===== config.mk =====
export PLATFORM = sky130hd
export DESIGN_NAME = regfile_param
export DESIGN_NICKNAME = d
export VERILOG_FILES = /design/src/rtl/regfile_param.sv
export SDC_FILE = /design/constraint.sdc
export NUM_CORES = 2
export LEC_CHECK = 0
export CORE_MARGIN = 2
export CORE_UTILIZATION = 30
export DETAILED_ROUTE_END_ITERATION = 7
export PLACE_DENSITY = 0.56
export SYNTH_ARGS = -nofsm -noshare
export SYNTH_HDL_FRONTEND = slang
export SYNTH_SLANG_ARGS = --single-unit

===== constraint.sdc =====
create_clock -name clock -period 3.2 [get_ports clock]
set_input_delay 0.64 -clock clock [delete_from_list [all_inputs] [get_ports clock]]
set_output_delay 0.64 -clock clock [all_outputs]
set_load 0.03 [all_outputs]

===== src/rtl/regfile_param.sv =====
// regfile_param: parameterised register file with two combinational read
// ports, one synchronous write port and a clear sweep that zeroes one entry
// per cycle.
// ZERO_REG=1 hardwires entry 0 to zero.
// Optional feature: define REGFILE_BYPASS_EN to forward write data to a read
// port that addresses the entry being written in the same cycle. Without the
// macro, a read shows the stored value and sees the new data one cycle later.
module regfile_param #(
  parameter int DATA_WIDTH = 32,
  parameter int ADDR_WIDTH = 5,
  parameter bit ZERO_REG   = 1'b1
) (
  input  logic                  clock,
  input  logic                  ctrl_reset_n,
  input  logic                  ctrl_writeEnable,
  input  logic [ADDR_WIDTH-1:0] ctrl_writeReg,
  input  logic [DATA_WIDTH-1:0] data_writeReg,
  input  logic [ADDR_WIDTH-1:0] ctrl_readRegA,
  input  logic [ADDR_WIDTH-1:0] ctrl_readRegB,
  output logic [DATA_WIDTH-1:0] data_readRegA,
  output logic [DATA_WIDTH-1:0] data_readRegB,
  input  logic                  ctrl_clear,
  output logic                  clear_busy,
  output logic                  clear_done
);

  localparam int DEPTH = 2 ** ADDR_WIDTH;
  // Index of the last entry. The counter is compared against this value
  // instead of DEPTH, so the check never needs a wider counter.
  localparam logic [ADDR_WIDTH-1:0] LAST_IDX = {ADDR_WIDTH{1'b1}};

  typedef enum logic [1:0] {
    IDLE  = 2'd0,
    CLEAR = 2'd1,
    DONE  = 2'd2
  } state_t;

  state_t                state_q, state_d;
  logic [ADDR_WIDTH-1:0] cnt_q, cnt_d;
  logic [DATA_WIDTH-1:0] mem_q [DEPTH];
  logic [DATA_WIDTH-1:0] mem_d [DEPTH];
  logic                  wr_ok;

  // Writes are accepted only while idle. Writes to entry 0 are dropped when
  // that entry is hardwired to zero.
  assign wr_ok = ctrl_writeEnable && (state_q == IDLE) &&
                 !((ZERO_REG != 1'b0) && (ctrl_writeReg == '0));

  // Next-state logic for the sweep FSM and its entry counter.
  always_comb begin
    // NOTE: every signal gets a default first, so no path can leave a value unassigned and infer a latch.
    state_d = state_q;
    cnt_d   = cnt_q;
    case (state_q)
      IDLE: begin
        if (ctrl_clear) begin
          state_d = CLEAR;
          cnt_d   = '0;
        end
      end
      CLEAR: begin
        cnt_d = cnt_q + 1'b1;
        if (cnt_q == LAST_IDX) begin
          state_d = DONE;
        end
      end
      DONE:    state_d = IDLE;
      default: state_d = IDLE;
    endcase
  end

  // Next array contents. A write and a clear request on the same idle edge
  // both take effect, because the sweep clears entries only in later cycles.
  always_comb begin
    for (int i = 0; i < DEPTH; i++) begin
      mem_d[i] = mem_q[i];
    end
    if (wr_ok) begin
      mem_d[ctrl_writeReg] = data_writeReg;
    end
    if (state_q == CLEAR) begin
      mem_d[cnt_q] = '0;
    end
  end

  // State, counter and array registers. Reset clears all of them
  // asynchronously, which also aborts any sweep in progress.
  always_ff @(posedge clock or negedge ctrl_reset_n) begin
    if (!ctrl_reset_n) begin
      state_q <= IDLE;
      cnt_q   <= '0;
      // NOTE: the array is built from flops with a reset, because every entry must read zero directly after reset.
      for (int i = 0; i < DEPTH; i++) begin
        mem_q[i] <= '0;
      end
    end else begin
      // NOTE: non-blocking assignments update all registers together at the clock edge, so no register reads another register's new value.
      state_q <= state_d;
      cnt_q   <= cnt_d;
      for (int i = 0; i < DEPTH; i++) begin
        mem_q[i] <= mem_d[i];
      end
    end
  end

  // Read port A: value from the array, optional forwarding, zero register.
  always_comb begin
    data_readRegA = mem_q[ctrl_readRegA];
`ifdef REGFILE_BYPASS_EN
    if (wr_ok && (ctrl_readRegA == ctrl_writeReg)) begin
      data_readRegA = data_writeReg;
    end
`endif
    if ((ZERO_REG != 1'b0) && (ctrl_readRegA == '0)) begin
      data_readRegA = '0;
    end
  end

  // Read port B: same rules as port A, evaluated independently.
  always_comb begin
    data_readRegB = mem_q[ctrl_readRegB];
`ifdef REGFILE_BYPASS_EN
    if (wr_ok && (ctrl_readRegB == ctrl_writeReg)) begin
      data_readRegB = data_writeReg;
    end
`endif
    if ((ZERO_REG != 1'b0) && (ctrl_readRegB == '0)) begin
      data_readRegB = '0;
    end
  end

  assign clear_busy = (state_q == CLEAR);
  assign clear_done = (state_q == DONE);

endmodule


=== Yosys cells after proc, flatten, opt, wreduce, memory -nomap -nowiden ===
Index checks and enable logic that the tools add are counted.

* Output and inout port bits: 66
* Input port bits: 51
* Register bits: 1,031

* Reduce and logical (&&, ||, !) cells: 12
* $lt $le $gt $ge: 6
* Add/sub/neg operators: 1
* Bitwise gates (word level): 6
* Muxes and demuxes: 20
* Equal/unequal tests: 5

{| class="wikitable"
|+ Operators by type and width
! operator !! number
|-
| 2-to-1 mux 1024 bit || 2
|-
| AND 1024 bit || 1
|-
| bitwise mux 1024 bit || 1
|-
| NOT 1024 bit || 1
|-
| binary-select mux 32 bit (select 5 bit) || 2
|-
| demux 32 bit (select 5 bit) || 2
|-
| 2-to-1 mux 32 bit || 8
|-
| >= comparator 6 bit, second input constant || 4
|-
| NOT 5 -> 6 bit || 4
|-
| zero test 5 bit || 3
|-
| < comparator 6 x 1 -> 1 bit, second input constant || 2
|-
| case mux 5 bit (2 select lines) || 1
|-
| adder 5 x 1 -> 5 bit, second input constant || 1
|-
| == test 5 bit, second input constant || 1
|-
| 2-to-1 mux 5 bit || 1
|-
| logical AND 1 bit || 4
|-
| 2-to-1 mux 2 bit || 2
|-
| case mux 2 bit (2 select lines) || 1
|-
| AND reduction 2 bit || 2
|-
| == test 2 x 1 -> 1 bit, second input constant || 1
|-
| == test 2 bit, second input constant || 1
|-
| zero test 2 bit || 1
|-
| inequality test 2 x 1 -> 1 bit, second input constant || 1
|-
| inequality test 2 bit, second input constant || 1
|-
| other kinds (2) || 2
|}

=== Logic depth before layout (Yosys ltp) ===
* Depth after elaboration: 9
* Mapped depth: 8
* Gate-level depth less buffers: 6

=== Worst setup path before layout ===
Ideal clock, no wire load.

* Kind: input-to-output
* Start point: input ctrl_readRegB[0]
* End point: output data_readRegB[13]
* Cell stages on the path: 7
* Path slack: -235 ps
* Data arrival time: 2,795 ps
* Cell sequence: buf_2 inv_1 clkbuf_1 clkbuf_1 clkbuf_1 o2111ai_1 a311oi_1

* Cells in the longest elaborated chain, start to end: 5
* Elaborated cells on any way between the ends: 6
* Classes of those cells: mux (4); bitwise (1); reduce/logical (1)

{| class="wikitable"
|+ RTL lines
! what !! RTL line !! text
|-
| start: declaration || 19 || <nowiki>input logic [ADDR_WIDTH-1:0] ctrl_readRegB,</nowiki>
|-
| NOT 5 -> 6 bit (implied by the code) || 121 || <nowiki>data_readRegB = mem_q[ctrl_readRegB];</nowiki>
|-
| binary-select mux 32 bit (select 5 bit) || 121 ||
|-
| 2-to-1 mux 32 bit (implied by the code) (2 in a row) || 121 ||
|-
| 2-to-1 mux 32 bit * || 127 || <nowiki>if ((ZERO_REG != 1'b0) && (ctrl_readRegB == '0)) begin</nowiki>
|-
| end: declaration || 21 || <nowiki>output logic [DATA_WIDTH-1:0] data_readRegB,</nowiki>
|}

Mark *: on every way between the ends. The rest lies on a longest branch, timed or not. The select of a mux whose other input is x is not followed.

=== Worst setup path in the final report ===
* Start point: input ctrl_readRegA[1]
* End point: output data_readRegA[18]

* Cells in the longest elaborated chain, start to end: 5
* Elaborated cells on any way between the ends: 6
* Classes of those cells: mux (4); bitwise (1); reduce/logical (1)

{| class="wikitable"
|+ RTL lines
! what !! RTL line !! text
|-
| start: declaration || 18 || <nowiki>input logic [ADDR_WIDTH-1:0] ctrl_readRegA,</nowiki>
|-
| NOT 5 -> 6 bit (implied by the code) || 108 || <nowiki>data_readRegA = mem_q[ctrl_readRegA];</nowiki>
|-
| binary-select mux 32 bit (select 5 bit) || 108 ||
|-
| 2-to-1 mux 32 bit (implied by the code) (2 in a row) || 108 ||
|-
| 2-to-1 mux 32 bit * || 114 || <nowiki>if ((ZERO_REG != 1'b0) && (ctrl_readRegA == '0)) begin</nowiki>
|-
| end: declaration || 20 || <nowiki>output logic [DATA_WIDTH-1:0] data_readRegA,</nowiki>
|}

Marked as above.

==> results.yml <==
setup_path:
  cp-end-kind: "output pin"
  worstSetupPathType: "input pin to output pin"
  crit_fanout: 12
  critPathLaunchType: "input pin"
  arrival_ns: 2.66
  critical_path_required_ns: 2.56
synthesis:
  yosysWarnings: 0
  synth_fp_nets: 5994
  synth_seq_cells: 1031
  yosys-top-cells-area: "dfrtp_1 45%, mux4_2 18%, nand2_1 13%, a21oi_1 8.6%, clkbuf_1 2.8%"
  post-synth-top-count-cell: "nand2_1"
  synth_cells: 5938
  synth_area_um2: 57500
  avgSynthCellArea_um2: 9.68
  synth-edff-count: 0
  yosysTopAreaCell: "dfrtp_1"
  yosysSeqAreaShare_pct: 44.9
  synthArstFlopShare_pct: 100
  ys_types: 48
  ys.flop_type: "dfrtp_1"
  synth_top_area_share_pct: 44.9
  ys_top_cells_by_count: "2027 x nand2_1, 1031 x dfrtp_1, 992 x a21oi_1"
die:
  fp-row-count: 160
  die_area_um2: 195000
  coreArea_um2: 190000
  ioPinCount: 117
  start_util_pct: 30.2
  die_w_um: 442
  die_h_um: 442
power_and_ir_drop:
  peakVddDrop_mv: 0.469
  p_seq_share_pct: 40.8
  total_power_uw: 38100
  switching_power_uw: 12200
  p_int_uw: 26000
  combPwrFrac_pct: 22.9
  switching_share_pct: 31.9
  p_leak_uw: 0.0304
  p_per_area_nw_per_um2: 513
  clkPwrFrac_pct: 36.3
clock_network:
  cts_root_buf: "clkbuf_16"
  cts_tree: "yes"
  ctsLongestPathBuffers: 3
  htreeDepth: 3
  clkSlewWorstSetupHoldPaths_ns: 0.06
  cts_made_buffers: 111
  clock_sinks: 1031
  clk_latency_ns: 0.77
place:
  dp_hpwl_mm: 160
  place_ws_ns: -0.600
  place_congestion: 0.921
  io_buffer_count: 116
  postPlaceCellArea_um2: 67300
global_routing:
  grt_pass1_wl_mm: 369
  grt_pass1_vias: 52200
  grt_overflow_total: 0
  antenna_found_initial: 4
  grt_max_degree: 110
  grt_use_total_pct: 25.3
sta:
  finalHoldViolations: 0
  slew_headroom_pct: 47.1
  drv_slew: 0
  period_minus_slack_ns: 3.30
  holdWs_ns: 0.512
  rsz0062_at_grt: "true"
  fin_setup_tns_ns: -0.597
  setup_ws_ns: -0.103
  fin_crit_sh_pct: 103
  clock.fmax_mhz: 303
  tightest_slew_ns: 0.791
  setup_viol: 20
  final.setup_skew_ns: 0.0392
cells_and_area:
  final_layout_size_suffix_gt1_share_pct: 29.3
  fillCellCount: 18300
  fin_area_um2: 74300
  nets: 6401
  area_growth_pct: 29.3
detailed_routing:
  wl_per_cell_um: 28.4
  drt_iter0_drc: 6250
  routed_wl_mm: 254
  vias: 52100
  drc_errors: 0
  drt-pass1-iter-count: 6
  via_per_inst: 5.82
  drtAntennaViolNets: 0
run_status:
  violations: "setup timing"
  status: "finished, violations left"
job:
  drv_cap: 0
hold_path:
  hold_class: "flip-flop to flip-flop"
sequential cells by signal, indices dropped and copies added (netlist names):
signal   cells
cnt_q        5
state_q      2
mem_q     1024
power by group through the flow:
| stage | logic, uW | registers, uW | clock network (uW) |
|---|---|---|---|
| 3_3_place_gp | 7820 | 15600 | 0 |
| 4_1_cts | 8360 | 15500 | 14000 |
| 5_1_grt | 9120 | 15700 | 14500 |
| 6_report | 8720 | 15500 | 13900 |
| 3_5_place_dp | 7950 | 15700 | 0 |
| 2_1_floorplan | 4440 | 15300 | 0 |
through the flow:
| step | utilization, % | instances |
|---|---|---|
| final | 39.1 | 8947 |
| after global routing | 39.1 | 8945 |
| after CTS | 38.5 | 8892 |
| after detailed placement | 35.4 | 8619 |
| after global placement | 35.4 | 8619 |
| after floorplan | - | 5938 |
layout make-up:
class	count	area, um2	share of cell area [%]
diodes	3	7.51	0.0101
clock buffers	151	3190	4.29
multi-input cells	4284	31300	42.1
repair buffers	911	10200	13.7
clock inverters	50	647	0.871
inverters	6	28.8	0.0387
flip-flops and latches	1031	25800	34.7
well taps	2511	3140	4.23
cell families (layout without fill, tap and decap cells):
kind of cell	after synthesis	count (layout)	synth area share, %
simple gates	2272	2272	16.0
compound gates	1365	1365	13.3
buf+inv	623	1118	4.62
fa+ha+maj	5	5	0.109
other cells	0	3	0
flops	1031	1031	44.9
mux	642	642	21.1
critical path: stages:
cell      delay (ns)
buf_16          0.14
buf_12          0.18
buf_12          0.15
buf_12          0.14
mux4_2          0.23
nor2b_1         0.18
a211oi_2        0.07
buf_4           0.17
a311oi_2        0.52
buf_12          0.19
placed cells by master (no fill, tap or decap), types with 21 or more instances in the layout:
cell type,instances
dfrtp_1,1031
a311oi_4,36
clkinv_2,24
o21ai_2,31
buf_12,195
buf_6,30
a221oi_2,29
nand2_1,2027
nand3_2,21
mux4_2,448
a211oi_2,40
a21oi_1,992
a22oi_2,24
o21ai_0,31
clkbuf_16,121
and2_1,34
a22oi_1,40
buf_4,603
clkbuf_8,24
a311oi_2,28
nor3_2,23
clkdlybuf4s50_1,40
o21ai_1,40
mux2i_1,128
mux2_2,52
nor2b_1,53
layer usage:
layer	routed length (um)	vias to the layer above	track usage, %
met5	118	-	0
met4	16300	6	15.0
met3	27200	754	6.11
met2	117000	3203	39.8
met1	93600	26400	31.7
li1	-	21700	-
worst paths after layout:
check,startpoint,to,slack [ns],cells past startpoint
min reg2reg,mem_q[992],mem_q[992],0.51,1
max reg2reg,state_q[0],mem_q[936],0.47,5
min in group asynchronous,ctrl_reset_n,mem_q[764],0.52,2
max in group asynchronous,ctrl_reset_n,mem_q[176],1.59,3
max,ctrl_readRegA[1],data_readRegA[18],-0.10,10
min,mem_q[992],mem_q[992],0.51,1
what timing repair did:
item | in CTS | in global routing
hold endpoints to repair | 17 | 0
setup endpoints to repair | 64 | 62
pin swaps | 67 | 50
setup buffers | 81 | 56
gates cloned | 8 | 5
gates resized for setup | 267 | 139
hold buffers | 1 | 0
Power figures use the tool's default switching activity.
